==> src/rtl/baw_pkg.sv <==
// Shared encodings and default sizes for the black-and-white game controller.
package baw_pkg;

  // Default game dimensions
  localparam int NUM_CARDS_DEF  = 9;
  localparam int MAX_ROUNDS_DEF = 9;
  localparam int IDX_W_DEF      = 4;

  // Round sequencer states; values are exported on state_o for display selection
  typedef enum logic [2:0] {
    ST_IDLE        = 3'd0,
    ST_ROUND_SHOW  = 3'd1,
    ST_LEAD_SEL    = 3'd2,
    ST_FOLLOW_SEL  = 3'd3,
    ST_RESOLVE     = 3'd4,
    ST_RESULT_SHOW = 3'd5,
    ST_GAME_OVER   = 3'd6
  } state_t;

  // Comparator result encodings (2'b11 is treated as a draw)
  localparam logic [1:0] MR_DRAW   = 2'b00;
  localparam logic [1:0] MR_P1_WIN = 2'b01;
  localparam logic [1:0] MR_P2_WIN = 2'b10;
  localparam logic [1:0] MR_ALT    = 2'b11;

  // Player identifiers as used on active_player / leader
  localparam logic PLAYER_P1 = 1'b0;
  localparam logic PLAYER_P2 = 1'b1;

endpackage

==> src/rtl/btn_edge.sv <==
// Two-flop synchronizer followed by a rising-edge detector for one raw button.
// The pulse is high for one cycle, two clocks after the raw level rises, so the
// FSM consuming it acts on the third clock edge.
module btn_edge (
  input  logic clk,
  input  logic reset_n,
  input  logic raw,
  output logic pulse
);

  logic [1:0] sync_q, sync_d;
  logic       prev_q, prev_d;

  // Shift the raw level through the synchronizer and remember the last synced value
  always_comb begin
    sync_d = {sync_q[0], raw};
    prev_d = sync_q[1];
  end

  // Synchronizer and history registers
  always_ff @(posedge clk or negedge reset_n) begin
    if (!reset_n) begin
      sync_q <= 2'b00;
      prev_q <= 1'b0;
    end else begin
      sync_q <= sync_d;
      prev_q <= prev_d;
    end
  end

  assign pulse = sync_q[1] & ~prev_q;

endmodule

==> src/rtl/baw_turn_sequencer.sv <==
// Round sequencer for the black-and-white card game: button edges, card masks,
// latched card indices, commit/score strobes and leader tracking.
module baw_turn_sequencer
  import baw_pkg::*;
#(
  parameter int NUM_CARDS  = NUM_CARDS_DEF,
  parameter int MAX_ROUNDS = MAX_ROUNDS_DEF,
  parameter int IDX_W      = IDX_W_DEF
) (
  input  logic                 clk,
  input  logic                 reset_n,
  input  logic                 btn_start,
  input  logic                 btn_confirm,
  input  logic                 btn_abort,
  input  logic [NUM_CARDS-1:0] sel,
  input  logic [1:0]           match_result,
  input  logic                 finish,
  output logic [2:0]           state_o,
  output logic                 active_player,
  output logic                 leader,
  output logic [NUM_CARDS-1:0] p1_mask,
  output logic [NUM_CARDS-1:0] p2_mask,
  output logic [IDX_W-1:0]     p1_idx,
  output logic [IDX_W-1:0]     p2_idx,
  output logic                 p1_commit,
  output logic                 p2_commit,
  output logic                 score_pulse,
  output logic                 score_clear,
  output logic                 sel_error,
  output logic [IDX_W-1:0]     round_idx
);

  localparam logic [IDX_W-1:0] ROUND_LAST = IDX_W'(MAX_ROUNDS);

  logic start_e, confirm_e, abort_e;

  btn_edge u_start   (.clk(clk), .reset_n(reset_n), .raw(btn_start),   .pulse(start_e));
  btn_edge u_confirm (.clk(clk), .reset_n(reset_n), .raw(btn_confirm), .pulse(confirm_e));
  btn_edge u_abort   (.clk(clk), .reset_n(reset_n), .raw(btn_abort),   .pulse(abort_e));

  state_t               state_q, state_d;
  logic                 active_q, active_d;
  logic                 leader_q, leader_d;
  logic [NUM_CARDS-1:0] p1_mask_q, p1_mask_d;
  logic [NUM_CARDS-1:0] p2_mask_q, p2_mask_d;
  logic [IDX_W-1:0]     p1_idx_q, p1_idx_d;
  logic [IDX_W-1:0]     p2_idx_q, p2_idx_d;
  logic [IDX_W-1:0]     round_q, round_d;
  logic                 sel_error_q, sel_error_d;

  logic [NUM_CARDS-1:0] act_mask;
  logic                 sel_onehot;
  logic                 sel_valid;
  logic [IDX_W-1:0]     sel_enc;
  logic                 reinit;

  // Selection qualification: exactly one bit set, and that card still in the active hand
  always_comb begin
    act_mask   = (active_q == PLAYER_P2) ? p2_mask_q : p1_mask_q;
    sel_onehot = (sel != '0) && ((sel & (sel - NUM_CARDS'(1))) == '0);
    sel_valid  = sel_onehot && ((sel & act_mask) != '0);
    sel_enc    = '0;
    for (int i = 0; i < NUM_CARDS; i++) begin
      if (sel[i]) sel_enc = IDX_W'(i);
    end
  end

  // Next-state, register updates and single-cycle strobes
  always_comb begin
    state_d     = state_q;
    active_d    = active_q;
    leader_d    = leader_q;
    p1_mask_d   = p1_mask_q;
    p2_mask_d   = p2_mask_q;
    p1_idx_d    = p1_idx_q;
    p2_idx_d    = p2_idx_q;
    round_d     = round_q;
    sel_error_d = sel_error_q;
    p1_commit   = 1'b0;
    p2_commit   = 1'b0;
    score_pulse = 1'b0;
    score_clear = 1'b0;
    reinit      = 1'b0;

    if (abort_e && (state_q != ST_IDLE)) begin
      // Abort wins over everything else that cycle, including a pending commit or score
      state_d     = ST_IDLE;
      score_clear = 1'b1;
      reinit      = 1'b1;
    end else begin
      case (state_q)
        ST_IDLE: begin
          if (start_e) begin
            state_d     = ST_ROUND_SHOW;
            score_clear = 1'b1;
            reinit      = 1'b1;
          end
        end
        ST_ROUND_SHOW: begin
          if (confirm_e) begin
            state_d  = ST_LEAD_SEL;
            active_d = leader_q;
          end
        end
        ST_LEAD_SEL, ST_FOLLOW_SEL: begin
          if (confirm_e) begin
            if (sel_valid) begin
              sel_error_d = 1'b0;
              if (active_q == PLAYER_P2) begin
                p2_commit = 1'b1;
                p2_idx_d  = sel_enc;
                p2_mask_d = p2_mask_q & ~sel;
              end else begin
                p1_commit = 1'b1;
                p1_idx_d  = sel_enc;
                p1_mask_d = p1_mask_q & ~sel;
              end
              if (state_q == ST_LEAD_SEL) begin
                state_d  = ST_FOLLOW_SEL;
                active_d = ~active_q;
              end else begin
                state_d = ST_RESOLVE;
              end
            end else begin
              sel_error_d = 1'b1;
            end
          end
        end
        ST_RESOLVE: begin
          score_pulse = 1'b1;
          round_d     = (round_q >= ROUND_LAST) ? ROUND_LAST : round_q + IDX_W'(1);
          if (match_result == MR_P1_WIN)      leader_d = PLAYER_P1;
          else if (match_result == MR_P2_WIN) leader_d = PLAYER_P2;
          state_d = ST_RESULT_SHOW;
        end
        ST_RESULT_SHOW: begin
          if (confirm_e) begin
            state_d = (finish || (round_q == ROUND_LAST)) ? ST_GAME_OVER : ST_ROUND_SHOW;
          end
        end
        ST_GAME_OVER: begin
          if (start_e) state_d = ST_IDLE;
        end
        default: state_d = ST_IDLE;
      endcase
    end

    // A selection error is only meaningful while the state it was raised in persists
    if (state_d != state_q) sel_error_d = 1'b0;

    // Fresh game (start from IDLE) or abort: same values as after reset
    if (reinit) begin
      active_d    = PLAYER_P1;
      leader_d    = PLAYER_P1;
      p1_mask_d   = '1;
      p2_mask_d   = '1;
      p1_idx_d    = '0;
      p2_idx_d    = '0;
      round_d     = '0;
      sel_error_d = 1'b0;
    end
  end

  // State and datapath registers
  always_ff @(posedge clk or negedge reset_n) begin
    if (!reset_n) begin
      state_q     <= ST_IDLE;
      active_q    <= PLAYER_P1;
      leader_q    <= PLAYER_P1;
      p1_mask_q   <= '1;
      p2_mask_q   <= '1;
      p1_idx_q    <= '0;
      p2_idx_q    <= '0;
      round_q     <= '0;
      sel_error_q <= 1'b0;
    end else begin
      state_q     <= state_d;
      active_q    <= active_d;
      leader_q    <= leader_d;
      p1_mask_q   <= p1_mask_d;
      p2_mask_q   <= p2_mask_d;
      p1_idx_q    <= p1_idx_d;
      p2_idx_q    <= p2_idx_d;
      round_q     <= round_d;
      sel_error_q <= sel_error_d;
    end
  end

  assign state_o       = state_q;
  assign active_player = active_q;
  assign leader        = leader_q;
  assign p1_mask       = p1_mask_q;
  assign p2_mask       = p2_mask_q;
  assign p1_idx        = p1_idx_q;
  assign p2_idx        = p2_idx_q;
  assign sel_error     = sel_error_q;
  assign round_idx     = round_q;

endmodule

==> config.mk <==
export PLATFORM = sky130hd
export DESIGN_NAME = baw_turn_sequencer
export DESIGN_NICKNAME = d
export VERILOG_FILES = /design/src/rtl/baw_pkg.sv /design/src/rtl/btn_edge.sv /design/src/rtl/baw_turn_sequencer.sv
export SDC_FILE = /design/constraint.sdc
export NUM_CORES = 1
export LEC_CHECK = 0
export ABC_CLOCK_PERIOD_IN_PS = 2800
export CAP_MARGIN = 5
export CORE_ASPECT_RATIO = 0.8
export CORE_UTILIZATION = 44
export CTS_CLUSTER_DIAMETER = 120
export CTS_CLUSTER_SIZE = 20
export DETAILED_ROUTE_END_ITERATION = 10
export PLACE_DENSITY = 0.85
export SYNTH_ARGS = -nofsm -noshare
export SYNTH_HDL_FRONTEND = slang
export SYNTH_SLANG_ARGS = --single-unit
==> constraint.sdc <==
create_clock -name clk -period 2.8 [get_ports clk]
set_input_delay 0.7 -clock clk [delete_from_list [all_inputs] [get_ports clk]]
set_output_delay 0.7 -clock clk [all_outputs]
set_load 0.05 [all_outputs]
## Yosys cells after proc, flatten, opt, wreduce, memory -nomap -nowiden

Index checks and enable logic that the tools add are counted.

| operators by class | value |
|---|---|
| $add $sub $neg | 2 |
| reductions and logical operators | 25 |
| bitwise gates (word level) | 12 |
| order comparisons | 1 |
| multiplexer cells | 80 |
| eq/ne operators | 17 |

Operators with widths:

| operator | number |
|---|---|
| $mux W9 | 13 |
| $mux W4 | 20 |
| $and A9 B9 Y9 | 4 |
| $mux W1 | 33 |
| $mux W3 | 10 |
| $pmux W3 S6 | 1 |
| $reduce_bool A9 Y1 | 2 |
| $reduce_bool A3 Y1 | 5 |
| $ne A3 B3 Y1 const B | 4 |
| $reduce_and A5 Y1 | 2 |
| $reduce_bool A2 Y1 | 5 |
| $eq A3 B3 Y1 const B | 3 |
| $logic_not A9 Y1 | 1 |
| $not A9 Y9 | 1 |
| $sub A9 B1 Y9 const B | 1 |
| $eq A3 B2 Y1 const B | 2 |
| $reduce_and A3 Y1 | 2 |
| $reduce_and A6 Y1 | 1 |
| $add A4 B1 Y4 const B | 1 |
| $eq A4 B4 Y1 const B | 1 |
| $ge A4 B4 Y1 const B | 1 |
| $mux W2 | 2 |
| $ne A2 B2 Y1 const B | 2 |
| $not A1 Y1 | 4 |
| other kinds (12) | 16 |

| word-level totals | value |
|---|---|
| output and inout port bits | 40 |
| register bits after elaboration | 45 |
| logic and storage cells | 152 |
| input port bits | 17 |

## Depth between registers and ports, before layout

Gate-level depths: netlist (run 1).

| depth | value |
|---|---|
| depth after elaboration | 14 |
| gate-level depth with buffers | 8 |
| mapped depth without buffers | 8 |

## Modules after synthesis

Synthesis (run 1) repeated with hierarchy kept, for this count alone.

| unflattened totals | value |
|---|---|
| cell total of the unflattened synthesis | 229 |
| area, all modules | 2423.6 µm² |

By module, submodules not included:

| module | seq. area each (µm²) | times used | cells an instance | area each (µm²) |
|---|---|---|---|---|
| baw_turn_sequencer | 923.4 | 1 | 217 | 2157.1 |
| btn_edge | 75.1 | 3 | 4 | 88.8 |

## Worst setup path after synthesis (run 1)

Ideal clock, no wire load.

| path | value |
|---|---|
| path type | input port to output port |
| from | input port sel[2] |
| to | output port p1_commit |
| cell stages on the path | 5 |
| data required time | 2100 ps |
| arrival | 3071 ps |
| buffers on the path | 1 |
| setup slack | -971 ps |
| cells stage by stage | clkbuf_1 -> or4_4 -> o311ai_2 -> nand4_4 -> nor3_1 |

| on the way | value |
|---|---|
| longest elaborated chain between the ends | 9 |
| elaborated cells between the ends (all ways) | 12 |
| classes of those cells | 1 x add/sub; 4 x mux; 2 x bitwise; 5 x reduce/logical |

Ends and longest elaborated chain:

| item | line | RTL |
|---|---|---|
| from (decl) | baw_turn_sequencer.sv:15 | `input logic [NUM_CARDS-1:0] sel,` |
| $sub A9 B1 Y9 | baw_turn_sequencer.sv:60 | `sel_onehot = (sel != '0) && ((sel & (sel - NUM_CARDS'(1))) == '0);` |
| $and A9 B9 Y9 | baw_turn_sequencer.sv:60 |  |
| $logic_not A9 Y1 | baw_turn_sequencer.sv:60 |  |
| $logic_and A1 B1 Y1 | baw_turn_sequencer.sv:60 |  |
| $logic_and A1 B1 Y1 (*) | baw_turn_sequencer.sv:61 | `sel_valid = sel_onehot && ((sel & act_mask) != '0);` |
| $mux W1 (*) | baw_turn_sequencer.sv:107 | `if (sel_valid) begin` |
| $mux W1 (*) | baw_turn_sequencer.sv:106 | `if (confirm_e) begin` |
| $mux W1 (*) | baw_turn_sequencer.sv:91 | `case (state_q)` |
| $mux W1 (*) | baw_turn_sequencer.sv:85 | `if (abort_e && (state_q != ST_IDLE)) begin` |
| to (decl) | baw_turn_sequencer.sv:25 | `output logic p1_commit,` |

Every way passes the cells marked *; elsewhere a longest branch is shown, timed or not.

## Worst setup path in the final report (run 1)

| path | value |
|---|---|
| from | input port sel[3] |
| to | output port p2_commit |

| on the way | value |
|---|---|
| longest elaborated chain between the ends | 9 |
| elaborated cells between the ends (all ways) | 12 |
| classes of those cells | 1 x add/sub; 4 x mux; 2 x bitwise; 5 x reduce/logical |

Ends and longest elaborated chain:

| item | line | RTL |
|---|---|---|
| $sub A9 B1 Y9 | baw_turn_sequencer.sv:60 |  |
| $and A9 B9 Y9 | baw_turn_sequencer.sv:60 |  |
| $logic_not A9 Y1 | baw_turn_sequencer.sv:60 |  |
| $logic_and A1 B1 Y1 | baw_turn_sequencer.sv:60 |  |
| $logic_and A1 B1 Y1 (*) | baw_turn_sequencer.sv:61 |  |
| $mux W1 (*) | baw_turn_sequencer.sv:107 |  |
| $mux W1 (*) | baw_turn_sequencer.sv:106 |  |
| $mux W1 (*) | baw_turn_sequencer.sv:91 |  |
| $mux W1 (*) | baw_turn_sequencer.sv:85 |  |
| to (decl) | baw_turn_sequencer.sv:26 | `output logic p2_commit,` |

Marks and branches as above.

==> metrics, run 1 <==
GPL Wtd Cong=0.830; Mapped Area=~2300 um2; FP Rows=23; share of the synthesized area in the top cell type=0.292; # setup viols final=2; Synth Warn #=0; post-synthesis register bit count=45; clk sinks=45; layout cells sized above 1=0.276; FMAX=around 0.34 GHz; Reg clk slew, reported paths=about 70 ps; PwrDens=between 500 and 600 nW/um2; post-synth net total=between 200 and 300; detailed-route DRC error count=0; CP Cell Sequence=buf_8 -> or4_4 -> o311ai_4 -> nand4_4 -> nor3_4 -> buf_12; Synth area leaders=dfrtp_1 (29%), dfstp_2 (20%), nor2_1 (5.2%); CP peak stage delay=550 ps; PortBufs=56; setup slack after placement=-634 ps; initial antenna violation count=0; root buffer cell=clkbuf_8; Pre-antenna DRT Iters=5; Die Y=66.9 um; Worst Hold Class=register to register; Clock Tree Buf Depth=2; worst rel slew slack=0.442; Tightest Pin Transition=between 800 and 900 ps; overall routing resource usage=0.218; Routed Wire Length=~5.9 mm; EDFF count, synth=0; die area=approximately 5600 um2; crit path DAT=2260 ps; Seq/Total Area, Yosys=0.496; Post-synth ARST share=1.00; Worst Skew=10.1 ps; synthesis-to-finish area growth=40.0%; status=finished, violations left; # diodes=0; Mapped Cells=235; Avg Inst Size Synth=9.86 um2; area leader, netlist=dfrtp_1; Setup crit start kind=primary input; unrepaired setup endpoints after global routing=true; Post-Place Cells=about 360; non-filler instance count after layout=370; Initial Utilization=0.460; initial drt markers=roughly 240; R2R cell count=9; first-pass GRT wire length=around 9.6 mm; via count of the routed design=~2100; Cell Area, Placed=between 3000 and 4000 um2; CTS tree=done; P_leak=~0.0013 uW; fin. max-slew vios=0; Ports=57; cts hold-fix bufs=0; largest net degree at the start of global routing=39; worst setup margin=-164 ps; Final Hold Viols=0; Worst Path Max Fanout=3; Skew-Pair Late Insertion Delay=between 200 and 300 ps; Max IR drop VDD=0.280 mV; Design Area, Final=~3200 um2; via-per-instance ratio=approximately 5.7; fin util=0.644; Final ANT Viol Nets=0; Hold Crit Depth=0; grt total ovfl=0; Worst path slowest cell=or4_4; number of CTS-inserted buffers=5; setup TNS=-279 ps; core area=between 5000 and 6000 um2; critical path type=primary input to output port; failing checks=negative setup slack; post-route minimum period=2960 ps; Final Cycle Share=1.06; Main synth FF type=dfrtp_1; dpl hpwl=approximately 4.2 mm; per-cell routed wire length=15.9 um; post-synth cell types=50; kind of end point of the critical path=output port; die width=a little over 80 um; vias in the first global route=1984; Required @ worst endpoint=approximately 2100 ps; H-tree depth=2; Max-Cap Viols=0; Final #Nets=327
==> cells in the mapped netlist (3+ instances only) <==
cell type / count
nor2_1: 32
dfrtp_1: 27
nand2_1: 23
a31oi_1: 19
dfstp_2: 18
o21ai_0: 12
clkbuf_1: 10
mux2i_1: 9
a21oi_1: 8
mux2_2: 8
inv_1: 7
nand3_1: 4
nor3_1: 4
ha_1: 3
nand2b_1: 3
nand4_1: 3
==> layout by cell type, fill, tap and decap left out, types with 2 or more instances in the layout <==
cell type and n:
nor2b_1 2, dfrtp_1 26, nand2b_1 3, nand2_1 23, nand4_1 3, buf_2 4, a21oi_1 7, a211o_1 2
clkbuf_2 2, mux2i_1 9, a31oi_1 19, clkbuf_8 5, clkbuf_1 3, ha_1 3, a22oi_1 2, a211oi_1 2
dfstp_2 18, nor3_1 2, clkdlybuf4s50_1 42, nor3b_1 2, buf_12 3, nand3_1 4, o21ai_0 12, nor3_4 3
inv_1 7, nor4_4 2, mux2_2 8, buf_4 27, nor2_1 32
==> where the power goes <==
group | leakage (uW) | switching, uW | internal [uW]
registers | 0.000536 | 76.0 | 692
clock network | 0.0000395 | 210 | 178
logic | 0.000724 | 394 | 211
==> metrics by stage <==
stage               total power (uW)  hold slack [ps]
floorplan                       1160              331
global placement                1360              335
detailed placement              1370              339
CTS                             1760              357
global route                    1840              363
finish                          1760              354
==> critical path, delay by kind of cell <==
family / cells / cell delay [ps]
AND/OR/NAND/NOR: 3 / 990
AO/OA/AOI/OAI: 1 / 300
buffers and inverters: 2 / 270
==> kinds of logic (layout without fill, tap and decap cells) <==
group	Yosys count	in the layout	share of synthesized area
xor gates and xnor gates	1	1	0.00378
AOI/OAI and AO/OA	61	61	0.179
and+or+nand+nor	84	84	0.179
DFF	45	45	0.496
buffers and inverters	24	97	0.0481
muxes	17	17	0.0778
adders and majority gates	3	3	0.0162
==> state kept, by name, indices dropped and copies added, names as in the netlist <==
| name | flops |
|---|---|
| p1_mask | 9 |
| leader | 1 |
| active_player | 1 |
| u_abort.sync_q | 2 |
| state_o | 3 |
| u_confirm.prev_q | 1 |
| sel_error | 1 |
| u_start.prev_q | 1 |
| u_start.sync_q | 2 |
| round_idx | 4 |
| p2_idx | 4 |
| p1_idx | 4 |
| p2_mask | 9 |
| u_confirm.sync_q | 2 |
| u_abort.prev_q | 1 |
==> what timing repair did <==
item | CTS | global route
setup buffers | 2 | 1
pin swaps | 7 | 7
setup endpoints to repair | 5 | 2
resized for setup | 36 | 7
==> worst paths after layout <==
kind                                                from                            end  slack (ps)
max                                               sel[3]                      p2_commit        -160
min                        u_confirm.sync_q[0]$_DFF_PN0_  u_confirm.sync_q[1]$_DFF_PN0_         350
max reg2reg                    active_player$_DFFE_PN0P_          p1_idx[1]$_DFFE_PN0P_         460
min reg2reg                u_confirm.sync_q[0]$_DFF_PN0_  u_confirm.sync_q[1]$_DFF_PN0_         350
max in group asynchronous                        reset_n         p2_mask[4]$_DFFE_PN1P_        1560
min in group asynchronous                        reset_n  u_confirm.sync_q[0]$_DFF_PN0_         510
==> layout make-up <==
cell class | count | area [um2]
Clock buffer | 8 | 80.1
Fill cell | 383 | 1790
Inverter | 7 | 26.3
Multi-Input combinational cell | 166 | 1140
Sequential cell | 45 | 1150
Tap cell | 62 | 77.6
Timing Repair Buffer | 82 | 763
==> routing by layer <==
metal / vias to the layer above / track usage / share of wire
met3: 9 / 0.0533 / 0.067
li1: 999 / - / -
met5: - / 0 / 0
met1: 1017 / 0.295 / 0.46
met4: 0 / 0.0517 / 0.011
met2: 89 / 0.356 / 0.46
Power figures use the tool's default switching activity.
==> run 2: changes to the inputs <==
--- a/config.mk
+++ b/config.mk
@@ -13,6 +13,7 @@
 export CTS_CLUSTER_SIZE = 20
 export DETAILED_ROUTE_END_ITERATION = 10
 export PLACE_DENSITY = 0.85
+export RECOVER_POWER = 50
 export SYNTH_ARGS = -nofsm -noshare
 export SYNTH_HDL_FRONTEND = slang
 export SYNTH_SLANG_ARGS = --single-unit
==> run 2 against run 1 <==
Compared with the run above:
- the run ends with max-capacitance violations, max-slew violations, negative setup slack left
- critical path type unchanged
- largest power group unchanged
- worst setup slack got worse by 2.8 ps
- via count down 1.1%
- critical path depth did not move
- core utilization shrank 0.25 points
==> metrics, run 2 (same netlist as run 1, synthesis figures left out) <==
status=finished, violations left (unchanged); failing checks=max-capacitance violations, max-slew violations, negative setup slack (was negative setup slack); die area=5560 um2 (unchanged); Reg power frac=0.439 (was 0.436); worst setup margin=-166 ps (was -164 ps); core area=5040 um2 (unchanged); overall routing resource usage=0.218 (unchanged); grt total ovfl=0 (unchanged); # diodes=0 (unchanged); Skew-Pair Late Insertion Delay=290 ps (about the same); initial antenna violation count=0 (unchanged); Pre-antenna DRT Iters=4 (was 5); via-per-instance ratio=5.65 (was 5.71); detailed-route DRC error count=0 (unchanged); Worst path slowest cell=or4_4 (unchanged); largest net degree at the start of global routing=39 (unchanged); R2R cell count=6 (was 9); Initial Utilization=0.460 (unchanged); synthesis-to-finish area growth=39.4% (was 40.0%); R2R Path End=p2_mask[8]$_DFFE_PN1P_ (was p1_idx[1]$_DFFE_PN0P_); Final Hold Viols=0 (unchanged); most common cell after layout, fill and taps aside=clkdlybuf4s50_1 (unchanged); GPL Wtd Cong=0.830 (unchanged); PortBufs=56 (unchanged); setup TNS=-280 ps (was -279 ps); worst hold start=u_confirm.sync_q[0]$_DFF_PN0_ (unchanged); initial drt markers=228 (was 242); first-pass GRT wire length=9.58 mm (unchanged); setup slack after placement=-634 ps (unchanged); unrepaired setup endpoints after global routing=true (unchanged); Required @ worst endpoint=2100 ps (about the same); Final #Nets=327 (unchanged); per-cell routed wire length=16.0 um (was 15.9 um); Max-Cap Viols=1 (was 0); root buffer cell=clkbuf_8 (unchanged); CP Cell Sequence=buf_8 -> or4_4 -> o311ai_4 -> nand4_4 -> nor3_4 -> buf_12 (unchanged); kind of end point of the critical path=output port (unchanged); CP peak stage delay=550 ps (about the same); Worst Hold Class=register to register (unchanged); post-route minimum period=2970 ps (was 2960 ps); dpl hpwl=4.19 mm (unchanged); commonest non-fill, non-tap cells in the layout=clkdlybuf4s50_1 (34), nor2_1 (32), dfrtp_1 (26), buf_4 (24), nand2_1 (23) (was clkdlybuf4s50_1 (42), nor2_1 (32), buf_4 (27), dfrtp_1 (26), nand2_1 (23)); layout cells sized above 1=0.263 (was 0.276); FMAX=0.337 GHz (about the same); worst rel slew slack=-0.325 (was 0.442); P_leak=0.00130 uW (about the same); fin. max-slew vios=39 (was 0); Ports=57 (unchanged); Switch Pwr=680 uW (about the same); Tightest Pin Transition=1990 ps (was 836 ps); # setup viols final=2 (unchanged); Max IR drop VDD=0.280 mV (about the same); CTS tree=done (unchanged); Worst Skew=10.2 ps (was 10.1 ps); Clock Tree Buf Depth=2 (unchanged); Die Y=66.9 um (unchanged); Hold Crit Depth=0 (unchanged); number of CTS-inserted buffers=5 (unchanged); end of the worst hold path=u_confirm.sync_q[1]$_DFF_PN0_ (unchanged); Final ANT Viol Nets=0 (unchanged); cts hold-fix bufs=0 (unchanged); r2r setup slk=110 ps (was 460 ps); Setup crit start kind=primary input (unchanged); die width=83.1 um (unchanged); critical path type=primary input to output port (unchanged); Final Cycle Share=1.06 (about the same); Reg2Reg Launch Point=state_o[0]$_DFF_PN0_ (was active_player$_DFFE_PN0P_); Routed Wire Length=5.92 mm (was 5.89 mm); Reg clk slew, reported paths=70 ps (about the same); clk sinks=45 (unchanged); switching portion of total power=0.389 (was 0.386); via count of the routed design=2090 (was 2114); PwrDens=542 nW/um2 (was 543 nW/um2); share of total power in the clock network=0.222 (was 0.220); vias in the first global route=1984 (unchanged); Worst Path Max Fanout=3 (unchanged); crit path DAT=2270 ps (was 2260 ps); Logic pwr share=0.339 (was 0.344); H-tree depth=2 (unchanged); internal power=1070 uW (was 1080 uW); FP Rows=23 (unchanged)
==> run 2: cell types whose count changed in the layout (fill, tap and decap cells not counted), sizes merged <==
cell,previous run,this run
dlygate4sd3,0,8
buf,36,32
clkdlybuf4s50,42,34
clkbuf,10,14
==> run 2: cell type report <==
class | count | area (um2)
fill | 386 | 1810
clock buffer | 8 | 80.1
timing repair buffer | 82 | 751
multi-input combinational | 166 | 1140
tap | 62 | 77.6
inverter | 7 | 26.3
sequential | 45 | 1150
==> run 2: power groups by stage <==
stage	Clock, uW	Sequential [uW]	Combinational, uW
global placement	0	779	581
floorplan	0	852	312
detailed placement	0	778	594
CTS	395	766	600
finish	388	768	593
global route	421	777	634
==> run 2: worst max-delay path, delay by kind of cell <==
kind / cells / cell delay, ps
AO/OA/AOI/OAI: 1 / 300
AND/OR/NAND/NOR: 3 / 990
buffers and inverters: 2 / 270
==> run 2: how the worst max path moves through the flow <==
stage,slack [ps],from,cells after the start,endpoint
global route,-200,sel[3],6,p2_commit
global placement,-560,sel[5],7,p2_commit
detailed placement,-630,sel[5],7,p2_commit
finish,-170,sel[3],6,p2_commit
CTS,-150,sel[3],6,p2_commit
floorplan,-260,sel[1],5,p2_commit
==> run 2: metal layers <==
layer | vias to the layer above | global-route usage | wire, um
met2 | 76 | 0.356 | 2710
met3 | 9 | 0.0533 | 359
met5 | - | 0 | 0
met4 | 0 | 0.0517 | 70
met1 | 1005 | 0.295 | 2770
li1 | 1000 | - | -
==> run 2: repair_timing <==
action / CTS / global route
setup buffers: 2 / 1
resized for setup: 36 / 7
pin swaps: 7 / 7
endpoints found under the setup margin: 5 / 2
==> run 2: per-stage QoR <==
| stage | instance area, um2 | power, uW | utilization | hold slack, ps | cells |
|---|---|---|---|---|---|
| detailed placement | 3110 | 1370 | 0.617 | 339 | 359 |
| global placement | 3110 | 1360 | 0.617 | 335 | 359 |
| global route | 3230 | 1830 | 0.641 | 363 | 370 |
| finish | 3230 | 1750 | 0.641 | 354 | 370 |
| CTS | 3230 | 1760 | 0.641 | 357 | 369 |
| floorplan | 2370 | 1160 | - | 331 | 235 |
==> run 3: changes to the inputs <==
--- a/config.mk
+++ b/config.mk
@@ -8,12 +8,13 @@
 export ABC_CLOCK_PERIOD_IN_PS = 2800
 export CAP_MARGIN = 5
 export CORE_ASPECT_RATIO = 0.8
-export CORE_UTILIZATION = 44
+export CORE_UTILIZATION = 45
 export CTS_CLUSTER_DIAMETER = 120
 export CTS_CLUSTER_SIZE = 20
 export DETAILED_ROUTE_END_ITERATION = 10
-export PLACE_DENSITY = 0.85
+export PLACE_DENSITY = 0.86
 export RECOVER_POWER = 50
 export SYNTH_ARGS = -nofsm -noshare
 export SYNTH_HDL_FRONTEND = slang
+export SYNTH_HIERARCHICAL = 1
 export SYNTH_SLANG_ARGS = --single-unit
==> run 3 against run 2 <==
Compared with the run above:
- the flow finishes with violations (design-rule violations, negative setup slack)
- combinational power grew 8.4%
- area after synthesis grew 4.6%
- synthesized cell count shrank 2.6%
- clock skew is essentially flat
- routed wire length grew 11%
- critical path depth grew 4
- non-clock buffer count grew 10
- cell count grew 2.2%
- global-route usage grew 0.77 points
- worst setup slack lost 32 ps
- die area grew 2.3%
- sequential power grew 0.8%
- critical path type unchanged
==> metrics, run 3 <==
EDFF count, synth=0 (unchanged); Required @ worst endpoint=2100 ps (about the same); CP Cell Sequence=buf_8 -> nor4_4 -> buf_4 -> nand2_2 -> a211oi_2 -> or2_4 -> buf_6 -> nand4_1 -> nor2_4 -> buf_12 (was buf_8 -> or4_4 -> o311ai_4 -> nand4_4 -> nor3_4 -> buf_12); via-per-instance ratio=5.80 (was 5.65); Max IR drop VDD=0.236 mV (was 0.280 mV); Seq/Total Area, Yosys=0.474 (was 0.496); Worst Path Max Fanout=2 (was 3); Initial Utilization=0.476 (was 0.460); first-pass GRT wire length=9.76 mm (was 9.58 mm); core area=5090 um2 (was 5040 um2); most common cell after layout, fill and taps aside=clkdlybuf4s50_1 (unchanged); fin util=0.665 (was 0.641); CP delay by family, top=simple AND/OR/NAND/NOR gates (unchanged); Final Hold Viols=0 (unchanged); Post-synth ARST share=1.00 (unchanged); Max-Cap Viols=0 (was 1); largest net degree at the start of global routing=46 (was 39); layout cells sized above 1=0.301 (was 0.263); Reg2Reg Launch Point=state_o[1]$_DFF_PN0_ (was state_o[0]$_DFF_PN0_); via count of the routed design=2193 (was 2090); Buf/Inv on CP=4 (was 2); post-synthesis register bit count=45 (unchanged); GPL Wtd Cong=0.832 (was 0.830); Synth area leaders=dfrtp_1 (28%), dfstp_2 (20%), o22a_1 (6.5%) (was dfrtp_1 (29%), dfstp_2 (20%), nor2_1 (5.2%)); worst rel slew slack=0.256 (was -0.325); root buffer cell=clkbuf_8 (unchanged); worst setup margin=-198 ps (was -166 ps); Synth Warn #=6 (was 0); clk sinks=45 (unchanged); hold_ws=352 ps (was 354 ps); unrepaired setup endpoints after global routing=true (unchanged); PwrDens=539 nW/um2 (was 542 nW/um2); r2r setup slk=100 ps (was 110 ps); detailed-route DRC error count=12 (was 0); Ports=57 (unchanged); Pre-antenna DRT Iters=7 (was 4); Final #Nets=335 (was 327); number of CTS-inserted buffers=5 (unchanged); dpl hpwl=4.28 mm (was 4.19 mm); Mapped Area=2420 um2 (was 2320 um2); post-synth net total=249 (was 255); Cell Area, Placed=3180 um2 (was 3110 um2); CP peak stage delay=310 ps (was 550 ps); Main synth FF type=dfrtp_1 (unchanged); # diodes=0 (unchanged); Final Cycle Share=1.07 (was 1.06); most frequent cells after synthesis=nand2_1 (34), dfrtp_1 (27), dfstp_2 (18), o22a_1 (18) (was nor2_1 (32), dfrtp_1 (27), nand2_1 (23)); R2R Path End=p1_idx[0]$_DFFE_PN0P_ (was p2_mask[8]$_DFFE_PN1P_); failing checks=design-rule violations, negative setup slack (was max-capacitance violations, max-slew violations, negative setup slack); end of the worst hold path=u_confirm/sync_q[1]$_DFF_PN0_ (was u_confirm.sync_q[1]$_DFF_PN0_); Power Total=1830 uW (was 1750 uW); Skew-Pair Late Insertion Delay=300 ps (was 290 ps); kind of end point of the critical path=output port (unchanged); initial drt markers=191 (was 228); Avg Inst Size Synth=10.6 um2 (was 9.86 um2); critical path type=primary input to output port (unchanged); cts hold-fix bufs=0 (unchanged); FP Rows=23 (unchanged); post-synth cell types=51 (was 50); P_leak=0.00148 uW (was 0.00130 uW); worst hold start=u_confirm/sync_q[0]$_DFF_PN0_ (was u_confirm.sync_q[0]$_DFF_PN0_); overall routing resource usage=0.226 (was 0.218); Worst Hold Class=register to register (unchanged); area leader, netlist=dfrtp_1 (unchanged); R2R cell count=8 (was 6); Fill cells=387 (was 386); die width=84.1 um (was 83.1 um); Final ANT Viol Nets=0 (unchanged); Reg clk slew, reported paths=80 ps (was 70 ps); CTS tree=done (unchanged); status=finished, violations left (unchanged); per-cell routed wire length=17.4 um (was 16.0 um); # setup viols final=2 (unchanged); Worst path slowest cell=nor4_4 (was or4_4); vias in the first global route=2006 (was 1984); setup slack after placement=-599 ps (was -634 ps); H-tree depth=2 (unchanged); grt total ovfl=0 (unchanged); count leader, synth=nand2_1 (was nor2_1); crit path DAT=2300 ps (was 2270 ps); PortBufs=56 (unchanged); initial antenna violation count=0 (unchanged); share of the synthesized area in the top cell type=0.279 (was 0.292); Mapped Cells=229 (was 235); Tightest Pin Transition=1120 ps (was 1990 ps); FMAX=0.334 GHz (was 0.337 GHz); die area=5690 um2 (was 5560 um2); Routed Wire Length=6.58 mm (was 5.92 mm); synthesis-to-finish area growth=39.8% (was 39.4%); fin. max-slew vios=0 (was 39); commonest non-fill, non-tap cells in the layout=clkdlybuf4s50_1 (39), buf_4 (35), nand2_1 (33), dfrtp_1 (26) (was clkdlybuf4s50_1 (34), nor2_1 (32), dfrtp_1 (26), buf_4 (24), nand2_1 (23)); Clock Tree Buf Depth=2 (unchanged); Design Area, Final=3390 um2 (was 3230 um2); Setup crit start kind=primary input (unchanged); Hold Crit Depth=0 (unchanged); Worst Skew=9.80 ps (was 10.2 ps); post-route minimum period=3000 ps (was 2970 ps); Die Y=67.6 um (was 66.9 um)
## run 3: changes by cell type in the layout (fill, tap and decap cells not counted), moves of 5 or more
cell	change
clkbuf_1	-5
buf_4	+11
dlygate4sd3_1	-5
a21oi_1	+7
nand2_1	+10
clkdlybuf4s50_1	+5
nor2_1	-20
o22a_1	+18
a31oi_1	-19
## run 3: worst max-delay path by stage
stage,slack (ps),to,cells past startpoint,start
2_1_floorplan,-240,p1_commit,7,sel[1]
3_3_place_gp,-540,p1_commit,8,sel[1]
3_5_place_dp,-600,p1_commit,8,sel[1]
4_1_cts,-310,p1_commit,8,sel[3]
5_1_grt,-270,p2_commit,10,sel[3]
6_report,-200,p2_commit,10,sel[3]
## run 3: cell type report
class	instances	area, um2	share of cell area
clock inverter	2	8.76	0.00258
multi-input combinational	164	1210	0.358
sequential	45	1150	0.339
tap	62	77.6	0.0229
inverter	7	26.3	0.00775
clock buffer	6	82.6	0.0244
timing repair buffer	92	830	0.245
## run 3: logic make-up after synthesis
family | after synthesis | share of synthesized area
buffers and inverters | 20 | 0.0439
xor gates and xnor gates | 2 | 0.00723
adders and majority gates | 3 | 0.0155
AOI/OAI and AO/OA | 61 | 0.194
muxes | 15 | 0.0671
and+or+nand+nor | 83 | 0.198
DFF | 45 | 0.474
## run 3: through the flow
| step | cells | TNS, ps |
|---|---|---|
| after floorplan | 229 | -236 |
| after global placement | 356 | -1540 |
| after detailed placement | 356 | -3620 |
| after CTS | 372 | -497 |
| after global routing | 378 | -793 |
| final | 378 | -380 |
## run 3: report_power, final
part           total [uW]  internal, uW  switching, uW
registers             774           692           82.6
clock network         411           196            215
logic                 643           248            395
total                1830          1140            692
## run 3: timing repair
item,CTS,global route
setup endpoints to repair,2,2
hold endpoints to repair,0,0
resized for setup,27,7
setup buffers,8,6
pin swaps,7,4
## run 3: layer usage
layer | track usage | wire length, um
met1 | 0.298 | 2920
met2 | 0.375 | 3100
met5 | 0 | 0
met3 | 0.0477 | 418
met4 | 0.0797 | 142
## run 3: worst register-to-register path, cell delays in order, from the launching register on
cell and delay, ps:
dfrtp_1 630, nor3_1 150, nor2b_1 270, a21oi_1 140, inv_1 110, clkbuf_1 790, nor2_1 150, o21ai_0 190
mux2i_1 130
